**src/rtl/instr_loader.sv**
```systemverilog
// Framed host-stream to instruction-FIFO write front end (header, N opcodes, optional XOR checksum).
// Optional checksum byte and err reporting enabled by defining LOADER_CHECKSUM_EN.
module instr_loader #(
  parameter int DATA_WIDTH = 8
) (
  input  logic                  clk,
  input  logic                  reset,
  input  logic                  in_valid,
  output logic                  in_ready,
  input  logic [DATA_WIDTH-1:0] in_data,
  input  logic                  full,
  output logic                  wr,
  output logic [DATA_WIDTH-1:0] opcode,
  output logic                  busy,
  output logic                  done,
  output logic                  err,
  output logic [DATA_WIDTH-1:0] count
);

`ifdef LOADER_CHECKSUM_EN
  typedef enum logic [1:0] {IDLE, LOAD, CHECK, FIN} state_e;
`else
  typedef enum logic [1:0] {IDLE, LOAD, FIN} state_e;
`endif

  localparam logic [DATA_WIDTH-1:0] ONE = DATA_WIDTH'(1);

  state_e                state_q, state_d;
  logic [DATA_WIDTH-1:0] len_q, len_d;
  logic [DATA_WIDTH-1:0] acc_q, acc_d;
  logic [DATA_WIDTH-1:0] hold_q, hold_d;
  logic                  hold_vld_q, hold_vld_d;
  logic [DATA_WIDTH-1:0] cnt_q, cnt_d;
  logic [DATA_WIDTH-1:0] cnt_inc;
  logic                  rdy, wr_c;
`ifdef LOADER_CHECKSUM_EN
  logic [DATA_WIDTH-1:0] xor_q, xor_d;
  logic                  err_q, err_d;
`endif

  assign cnt_inc = cnt_q + ONE;
  assign wr_c    = (state_q == LOAD) && hold_vld_q && !full;

  always_comb begin
    state_d    = state_q;
    len_d      = len_q;
    acc_d      = acc_q;
    hold_d     = hold_q;
    hold_vld_d = hold_vld_q;
    cnt_d      = cnt_q;
`ifdef LOADER_CHECKSUM_EN
    xor_d      = xor_q;
    err_d      = err_q;
`endif
    rdy        = 1'b0;
    case (state_q)
      IDLE: begin
        rdy = 1'b1;
        // A zero-length header is swallowed without starting a program.
        if (in_valid && in_data != '0) begin
          len_d      = in_data;
          acc_d      = '0;
          cnt_d      = '0;
          hold_vld_d = 1'b0;
`ifdef LOADER_CHECKSUM_EN
          xor_d      = '0;
          err_d      = 1'b0;
`endif
          state_d    = LOAD;
        end
      end
      LOAD: begin
        rdy = (acc_q < len_q) && (!hold_vld_q || !full);
        if (wr_c) begin
          hold_vld_d = 1'b0;
          cnt_d      = cnt_inc;
`ifdef LOADER_CHECKSUM_EN
          xor_d      = xor_q ^ hold_q;
          if (cnt_inc == len_q) state_d = CHECK;
`else
          if (cnt_inc == len_q) state_d = FIN;
`endif
        end
        // Refill in the same cycle the hold drains keeps 1 opcode/cycle.
        if (in_valid && rdy) begin
          hold_d     = in_data;
          hold_vld_d = 1'b1;
          acc_d      = acc_q + ONE;
        end
      end
`ifdef LOADER_CHECKSUM_EN
      CHECK: begin
        rdy = 1'b1;
        if (in_valid) begin
          err_d   = (in_data != xor_q);
          state_d = FIN;
        end
      end
`endif
      FIN:     state_d = IDLE;
      default: state_d = IDLE;
    endcase
  end

  always_ff @(posedge clk or negedge reset) begin
    if (!reset) begin
      state_q    <= IDLE;
      len_q      <= '0;
      acc_q      <= '0;
      hold_q     <= '0;
      hold_vld_q <= 1'b0;
      cnt_q      <= '0;
`ifdef LOADER_CHECKSUM_EN
      xor_q      <= '0;
      err_q      <= 1'b0;
`endif
    end else begin
      state_q    <= state_d;
      len_q      <= len_d;
      acc_q      <= acc_d;
      hold_q     <= hold_d;
      hold_vld_q <= hold_vld_d;
      cnt_q      <= cnt_d;
`ifdef LOADER_CHECKSUM_EN
      xor_q      <= xor_d;
      err_q      <= err_d;
`endif
    end
  end

  // Host must see not-ready while reset is held, even though state reads IDLE.
  assign in_ready = reset & rdy;
  assign wr       = wr_c;
  assign opcode   = hold_q;
  assign busy     = (state_q != IDLE);
  assign done     = (state_q == FIN);
  assign count    = cnt_q;
`ifdef LOADER_CHECKSUM_EN
  assign err      = err_q;
`else
  assign err      = 1'b0;
`endif

endmodule

```
**config.mk**
```make
export PLATFORM = sky130hd
export DESIGN_NAME = instr_loader
export DESIGN_NICKNAME = d
export VERILOG_FILES = /design/src/rtl/instr_loader.sv
export SDC_FILE = /design/constraint.sdc
export NUM_CORES = 1
export LEC_CHECK = 0
export ABC_AREA = 1
export BUFFER_PORTS_ARGS = -buffer_cell sky130_fd_sc_hd__clkbuf_2
export CAP_MARGIN = 10
export CORE_UTILIZATION = 25
export DETAILED_ROUTE_END_ITERATION = 10
export GPL_ROUTABILITY_DRIVEN = 0
export RECOVER_POWER = 100
export SLEW_MARGIN = 30
export SYNTH_ARGS = -nofsm -noshare
export SYNTH_HDL_FRONTEND = slang
export SYNTH_SLANG_ARGS = --single-unit
```
**constraint.sdc**
```tcl
create_clock -name clk -period 1.6 [get_ports clk]
set_input_delay 0.32 -clock clk [delete_from_list [all_inputs] [get_ports clk]]
set_output_delay 0.32 -clock clk [all_outputs]
set_load 0.05 [all_outputs]
```
==> After elaboration in Yosys (flattened, before gate mapping) <==
Cells that the tools add are included.
{ "totals": {"register_bits": 35, "latch_bits": 0, "ramBits": 0, "rom_bits": 0, "in_bits": 12, "out_inout_bits": 21, "elab_cells": 50, "mem_count": 0} }
{ "op_classes": {"n_addsub": 2, "n_mul": 0, "div": 0, "order_cmp": 1, "n_eq_ne": 8, "shifts": 0, "muxes": 14, "n_bitwise": 1, "reduce_logical": 18} }
{ "ops": {"columns": ["operator", "count"], "rows": [
  ["$pmux W8 S2", 2],
  ["$mux W8", 3],
  ["$add A8 B1 Y8 const B", 2],
  ["$reduce_and A3 Y1", 4],
  ["$eq A8 B8 Y1", 1],
  ["$lt A8 B8 Y1", 1],
  ["$reduce_bool A8 Y1", 1],
  ["$mux W2", 3],
  ["$logic_and A1 B1 Y1", 5],
  ["$ne A2 B1 Y1 const B", 2],
  ["$ne A2 B2 Y1 const B", 2],
  ["$pmux W1 S2", 2],
  ["$pmux W2 S2", 1],
  ["$reduce_and A2 Y1", 2],
  ["$reduce_bool A2 Y1", 2],
  ["$mux W1", 3],
  ["$ne A3 B2 Y1 const B", 1],
  ["$eq A2 B1 Y1 const B", 1],
  ["$eq A2 B2 Y1 const B", 1],
  ["$logic_not A1 Y1", 2],
  ["$logic_not A2 Y1", 1],
  ["$and A1 B1 Y1", 1],
  ["$logic_or A1 B1 Y1", 1]
]} }

==> Logic depth before layout (Yosys ltp) <==
Gate-level depths: netlist of the first run.
{ "logic_depth": {"depth_word": 6, "depth_mapped": 14} }

==> Least setup slack after synthesis of the first run <==
Ideal clock, no wire load.
{ "synth_path": {"path_type": "flip-flop to output port", "start": "reg len_q[7]", "end": "out in_ready", "t_arrival_ns": 1.845, "required_ns": 1.280, "setup_slack_ns": -0.565, "path_stages_with_launch": 10, "cell_sequence": "dfrtp_1 -> inv_1 -> ha_1 -> nand2_1 -> inv_1 -> nand3_1 -> nand4_1 -> a21oi_1 -> o21ai_0 -> nor2_1"} }
{ "synth_via": {"elab_chain_len": 4} }
{ "synth_lines": {"columns": ["element", "line", "source"], "rows": [
  ["start, declared", "29", "logic [DATA_WIDTH-1:0] len_q, len_d;"],
  ["start signal, assigned", "119", "len_q <= len_d;"],
  ["$lt A8 B8 Y1", "73", "rdy = (acc_q < len_q) && (!hold_vld_q || !full);"],
  ["$logic_and A1 B1 Y1", "73", null],
  ["$pmux W1 S2", "56", "case (state_q)"],
  ["$and A1 B1 Y1", "132", "assign in_ready = reset & rdy;"],
  ["end, declared", "9", "output logic in_ready,"]
]} }
No other way between the ends.

==> Worst setup path in the final report of the first run <==
{ "layout_path": {"start": "reg len_q[1]", "end": "out in_ready"} }
Same word-level chain as after synthesis.

==> results of run 1 <==
## state kept, by name, indices dropped and copies added, names as in the netlist
signal and cells:
hold_vld_q 1, state_q 2, count 8, acc_q 8, opcode 8, len_q 8
## repair_timing
action	CTS	global route
pin swaps	19	32
setup endpoints to repair	22	24
gates cloned	0	4
resized for setup	23	91
buffers inserted	7	9
endpoints found under the hold margin	0	0
## worst max-delay path, stage by stage, from the launching register on
cell,delay (ps)
dfrtp_1,380
inv_1,60
ha_1,300
a21oi_2,170
o21ai_2,80
a21oi_2,220
o21ai_2,100
nor2_4,130
buf_12,140
## synth_stat cells
cell | count | share of area
a21oi_1 | 6 | 0.015
a22oi_2 | 1 | 0.0062
and2_1 | 1 | 0.0031
buf_2 | 2 | 0.0050
buf_4 | 1 | 0.0037
clkbuf_1 | 2 | 0.0037
conb_1 | 1 | 0.0019
dfrtp_1 | 35 | 0.43
ha_1 | 9 | 0.056
inv_1 | 36 | 0.067
inv_2 | 2 | 0.0037
nand2_1 | 70 | 0.13
nand2_2 | 1 | 0.0031
nand3_1 | 34 | 0.084
nand3b_1 | 1 | 0.0037
nand4_1 | 5 | 0.015
nor2_1 | 17 | 0.032
nor2_2 | 1 | 0.0031
nor2_4 | 1 | 0.0056
nor3_1 | 1 | 0.0025
nor3_4 | 1 | 0.0080
nor3b_1 | 1 | 0.0037
o21ai_0 | 28 | 0.069
o21bai_1 | 1 | 0.0037
o22ai_1 | 2 | 0.0062
or2_1 | 1 | 0.0031
or2_2 | 1 | 0.0031
xnor2_1 | 1 | 0.0043
xor2_1 | 5 | 0.022
## placed cells by master, fill, tap and decap left out, types with 6 or more instances in the layout
master / n
nor2_1: 10
nand2_1: 47
dfrtp_1: 30
buf_4: 56
inv_1: 29
nand3_2: 15
inv_2: 6
nand2_4: 11
nor2_4: 6
buf_6: 7
nand3_1: 18
clkbuf_2: 24
o21ai_2: 9
nand2_2: 13
o21ai_0: 14
## kinds of logic (layout without fill, tap and decap cells)
logic type	count (synthesis)	after routing	synth area share
compound gates	38	38	0.100
xor+xnor	6	6	0.0260
fa+ha+maj	9	9	0.0557
buf+inv	43	143	0.0829
flops	35	35	0.433
other cells	1	1	0.00185
simple gates	136	137	0.300
## area by class of cell
cell class,count,area [um^2]
clock buffers,5,68.8
repair buffers,97,759
clock inverters,3,20.0
flip-flops and latches,35,882
multi-input cells,191,1340
inverters,38,153
fillers,769,4420
well taps,102,128
## stage by stage
step / setup TNS (ps) / std cells / hold slack, ps
2_1_floorplan: -3140 / 268 / 24.4
3_3_place_gp: -3100 / 444 / 422
3_5_place_dp: -5020 / 444 / 420
4_1_cts: -5970 / 458 / 114
5_1_grt: -9340 / 471 / 367
6_report: -7530 / 471 / 307
## worst paths after layout
check	endpoint	cells past startpoint	startpoint
hold / removal	hold_vld_q	2	reset
max in group asynchronous	count[0]	2	reset
setup / recovery	in_ready	8	len_q[1]
min in group clk	opcode[0]	4	in_data[0]
hold reg to reg	opcode[7]	2	opcode[7]
setup reg to reg	opcode[4]	10	len_q[1]
## per-layer routing
metal / GRT usage / part of all wire / wire length [um]
met5: 0 / 0 / 0
met1: 0.176 / 0.46 / 2770
met2: 0.208 / 0.48 / 2890
met4: 0.0430 / 0.012 / 72
met3: 0.0265 / 0.053 / 318
## report_power, final
part,switching (mW),internal [mW]
clock network,0.349,0.303
registers,0.234,1.16
logic,2.06,1.53
total,2.64,3.00
==> key figures, run 1 <==
Place
  • Number of buffers inserted by port buffering: 31
  • Detailed-placement wirelength estimate: 3960 um
  • Placed cell area: 2700 um^2
  • Minimum setup slack after placement: -334 ps

STA
  • Relative slew slack: 0.397
  • Final setup violation count: 20
  • Achievable clock frequency: 456 MHz
  • RSZ-0062 raised after global routing: yes
  • Min Clock Period, post-route: 2190 ps
  • PnR worst setup slack: -591 ps
  • Layout Skew: 8.23 ps
  • Measured slew at the worst slew-check pin: 904 ps
  • Final Slew Violations: 0
  • Final Cycle Share: 1.37
  • Hold Vio Cnt, Final: 0

Clocking
  • Depth of the CTS H-tree: 2
  • Maximum root-to-sink buffer count: 2
  • Number of clock sinks seen by CTS: 35
  • Clock insertion delay at the later pin of the skew report: 290 ps
  • Clock Pin Slew Worst Setup and Hold Paths: 80 ps
  • TritonCTS clock tree: done
  • Number of CTS-inserted buffers: 5
  • Hold Buf Count CTS: 0
  • Root Buffer: clkbuf_8

Floorplanning
  • Number of standard-cell rows in the floorplan: 32
  • Core Area: 7770 um^2
  • Horizontal extent of the die: 91.9 um
  • Initial Util: 0.260
  • Chip height: 91.9 um
  • Area of the die: 8450 um^2
  • I/O pin cnt: 33

Synthesis
  • Post-synthesis sequential area ratio: 0.433
  • Gate count after technology mapping: 268
  • Netlist Area Pre-Place: 2020 um^2
  • Synthesized netlist net count: 289
  • Post-synth cell types: 29
  • Synthesis warning total: 0
  • Synthesis-stage register bit count: 35
  • Avg Inst Size Synth: 7.54 um^2

Route
  • Number of detailed-route iterations in the first pass: 4
  • Mean routed wirelength per cell: 12.8 um
  • Number of vias per cell after detailed routing: 4.49
  • Antenna viol nets, final: 0
  • Number of design-rule violations left by the first detailed-router iteration: 122
  • Remaining design rule violation count: 0
  • DRT Wirelength: 6050 um
  • Total via count in the routed design: 2113

Setup path
  • Minimum setup slack among reg-to-reg paths: -450 ps
  • Kind of capture point of the worst setup path: output pin
  • Req. time, crit path: 1280 ps
  • Largest driver fanout on the critical path: 3
  • Arrival time worst endpoint: 1870 ps
  • CP Launch Type: flop
  • Class of the most critical setup path: flop to output pin

Cells and area
  • Layout overhead on the synthesized area: 65.7%
  • Post-layout net count: 389
  • Proportion of layout cells with a drive suffix above 1: 0.501
  • Fraction of the core area covered by cells at the end of the flow: 0.431
  • Post-route design area: 3350 um^2
  • Diodes inserted: 0

Pwr
  • Lkg Pwr: 1.64 nW
  • Post-layout total power: 5.64 mW
  • VDD IR-drop max: 0.939 mV
  • Power per Cell Area: 1680 nW/um^2

Outcome
  • Failing checks: negative setup slack
  • Result of the run: finished with violations

Global route
  • Number of global-route vias before repair: 1909
  • Total gr overflow: 0
  • Number of antenna violations at the first check in global routing: 0
  • Largest net degree at the start of global routing: 36
  • Combined global-route utilization of all metal layers: 0.130
  • Global-route wire length before repair: 8630 um

Flow run
  • Number of maximum-capacitance constraint violations: 0

Worst hold path
  • HP Class: input pin to asynchronous set/reset pin
(Power assumes the default switching activity.)
==> inputs of run 2 (changes only) <==
--- a/config.mk
+++ b/config.mk
@@ -7,11 +7,11 @@
 export LEC_CHECK = 0
 export ABC_AREA = 1
 export BUFFER_PORTS_ARGS = -buffer_cell sky130_fd_sc_hd__clkbuf_2
-export CAP_MARGIN = 10
 export CORE_UTILIZATION = 25
 export DETAILED_ROUTE_END_ITERATION = 10
 export GPL_ROUTABILITY_DRIVEN = 0
 export RECOVER_POWER = 100
+export SKIP_LAST_GASP = 1
 export SLEW_MARGIN = 30
 export SYNTH_ARGS = -nofsm -noshare
 export SYNTH_HDL_FRONTEND = slang
==> run 2 against run 1 <==
Against the previous run:
- the run still ends with negative setup slack left
- global-route usage hardly changed
- combinational power shrank 3%
- first-iteration DRC count shrank 30%
- sequential share of layout area increased by 0.41 points
- sequential power is essentially flat
- clock skew barely moved
- register-to-register slack gained 20 ps
- worst setup slack improved by 0.86 ps
- cell count fell by 0.21%
- clock power up 0.6%
- non-clock buffer count is 1 lower
- utilization down 0.79 points
- largest cell class unchanged
- highest routed layer unchanged
==> key figures, run 2 (synthesis gave the netlist of run 1 again) <==
STA
  • Final Cycle Share: 1.37
  • Layout Skew: 8.71 ps
  • Post-route setup TNS: -7500 ps
  • RSZ-0062 raised after global routing: yes
  • Measured slew at the worst slew-check pin: 909 ps
  • Final setup violation count: 22
  • Achievable clock frequency: 457 MHz
  • PnR worst setup slack: -590 ps
  • Final Slew Violations: 0
  • Hold Vio Cnt, Final: 0
  • Relative slew slack: 0.394
  • Min Clock Period, post-route: 2190 ps

Setup path
  • Class of the most critical setup path: flop to output pin
  • CP Launch Type: flop
  • Req. time, crit path: 1280 ps
  • Peak per-stage delay on the critical path: 390 ps
  • Reg-to-Reg Start: len_q[7]
  • Cell with the biggest individual delay on the critical path: dfrtp_1
  • Startpoint of the worst setup timing path: len_q[7]
  • Kind of capture point of the worst setup path: output pin
  • Buf/Inv on CP: 3
  • Dominant delay contributor by cell family on the critical path: flip-flops
  • Chain of cells forming the critical path: inv_2 -> ha_4 -> nand2_4 -> inv_2 -> nand2_1 -> nand4_1 -> a21oi_2 -> o21ai_2 -> nor2_4 -> buf_12
  • Arrival time worst endpoint: 1870 ps
  • Largest driver fanout on the critical path: 3
  • Most repeated library cell on the critical path: inv_2
  • Number of cells on the worst reg-to-reg path: 12
  • WP depth: 10

Flow run
  • Number of maximum-capacitance constraint violations: 0

Floorplanning
  • Chip height: 91.9 um
  • Core Area: 7770 um^2
  • Horizontal extent of the die: 91.9 um
  • Initial Util: 0.260
  • Area of the die: 8450 um^2
  • Number of standard-cell rows in the floorplan: 32
  • I/O pin cnt: 33

Route
  • Remaining design rule violation count: 0
  • DRT Wirelength: 6020 um
  • Total via count in the routed design: 2134
  • Metal-1 WL: 2790 um
  • Number of vias per cell after detailed routing: 4.54
  • Routed wire length on met2: 2880 um
  • Met3 wire length: 291 um
  • Number of detailed-route iterations in the first pass: 4
  • Mean routed wirelength per cell: 12.8 um
  • Number of design-rule violations left by the first detailed-router iteration: 85
  • Highest metal layer with signal wires: met4
  • Antenna viol nets, final: 0

Cells and area
  • Area taken by flip-flops and latches: 880 um^2
  • Post-layout net count: 388
  • Diodes inserted: 0
  • Commonest cells after routing, fill and taps aside: buf_4 (51), nand2_1 (47), dfrtp_1 (32)
  • Proportion of layout cells with a drive suffix above 1: 0.476
  • Post-route insts no fill: 470
  • Layout overhead on the synthesized area: 62.7%
  • Fill cells: 778
  • Multi-input logic area: 1340 um^2
  • Commonest non-fill, non-tap cell in the layout: buf_4

Outcome
  • Result of the run: finished with violations
  • Failing checks: negative setup slack

Worst hold path
  • HP Class: input pin to asynchronous set/reset pin

Global route
  • Global-route wire length before repair: 8600 um
  • Number of global-route vias before repair: 1906
  • Number of antenna violations at the first check in global routing: 0
  • Total gr overflow: 0
  • Combined global-route utilization of all metal layers: 0.130
  • Largest net degree at the start of global routing: 36

Place
  • Minimum setup slack after placement: -334 ps
  • Number of buffers inserted by port buffering: 31
  • Detailed-placement wirelength estimate: 3960 um
  • Instance count after placement with tap cells included: 444

Pwr
  • Power per Cell Area: 1680 nW/um^2
  • Lkg Pwr: 1.60 nW
  • Sequential cell fraction of total power: 0.251
  • Portion of total power attributed to the clock network: 0.119
  • Power Internal: 2.91 mW
  • VDD IR-drop max: 0.937 mV
  • Share of total power consumed by net switching: 0.473
  • Fraction of power consumed by combinational cells: 0.631
  • Switching pwr: 2.61 mW

Clocking
  • Number of clock sinks seen by CTS: 35
  • Clock Pin Slew Worst Setup and Hold Paths: 80 ps
  • Root Buffer: clkbuf_8
  • Clock insertion delay at the later pin of the skew report: 290 ps
  • Depth of the CTS H-tree: 2
  • Number of CTS-inserted buffers: 5
  • TritonCTS clock tree: done
  • Maximum root-to-sink buffer count: 2
## run 2: cell count changes in the layout (fill, tap and decap cells not counted), moves of 2 or more
cell	change
buf_4	-5
nor2_1	+2
dfrtp_1	+2
clkbuf_1	+7
dfrtp_2	-2
buf_6	-5
## run 2: stage by stage
stage	util	power [mW]	hold WS (ps)	area, um^2
after floorplan	-	2.90	24.4	2040
after global placement	0.348	3.86	422	2700
after detailed placement	0.348	3.91	420	2700
after CTS	0.376	4.78	114	2920
after global routing	0.423	5.86	367	3290
final	0.423	5.52	305	3290
## run 2: worst register-to-register path, stage by stage, from the launching register on
cell and delay, ps:
dfrtp_1 390, inv_2 80, ha_4 210, nand2_4 70
inv_2 40, nand2_1 60, nand4_1 130, a21oi_2 220
buf_4 160, nand3_4 190, clkbuf_16 250, nand2_2 50
o21ai_1 60
## run 2: worst paths after layout
path,slack (ps),endpoint
worst max-delay path,-590,in_ready
max in group asynchronous,660,count[0]
min in group clk,340,opcode[0]
worst min-delay path,300,hold_vld_q
worst max register to register,-430,opcode[4]
worst min register to register,510,opcode[7]
## run 2: what timing repair did
item                                    CTS  global route
hold buffers                              0             0
cloned                                    0             4
setup buffers                             7             8
pin swaps                                19            29
endpoints found under the setup margin   22            24
gates resized for setup                  20            89
## run 2: power groups by stage
stage	Clock, mW	Sequential (mW)	Combinational [mW]
2_1_floorplan	0	1.78	1.12
3_3_place_gp	0	1.34	2.53
3_5_place_dp	0	1.35	2.56
4_1_cts	0.666	1.34	2.77
5_1_grt	0.703	1.42	3.73
6_report	0.656	1.38	3.48
## run 2: cell type report
| type | instances | area share |
|---|---|---|
| Sequential cell | 35 | 0.267 |
| Timing Repair Buffer | 96 | 0.214 |
| Inverter | 38 | 0.0464 |
| Tap cell | 102 | 0.0388 |
| Multi-Input combinational cell | 191 | 0.406 |
| Clock inverter | 3 | 0.00609 |
| Clock buffer | 5 | 0.0209 |
## run 2: routing by layer
metal / up-vias / global-route usage
li1: 1073 / -
met1: 1002 / 0.176
met2: 55 / 0.207
met3: 4 / 0.0265
met4: 0 / 0.0430
met5: - / 0
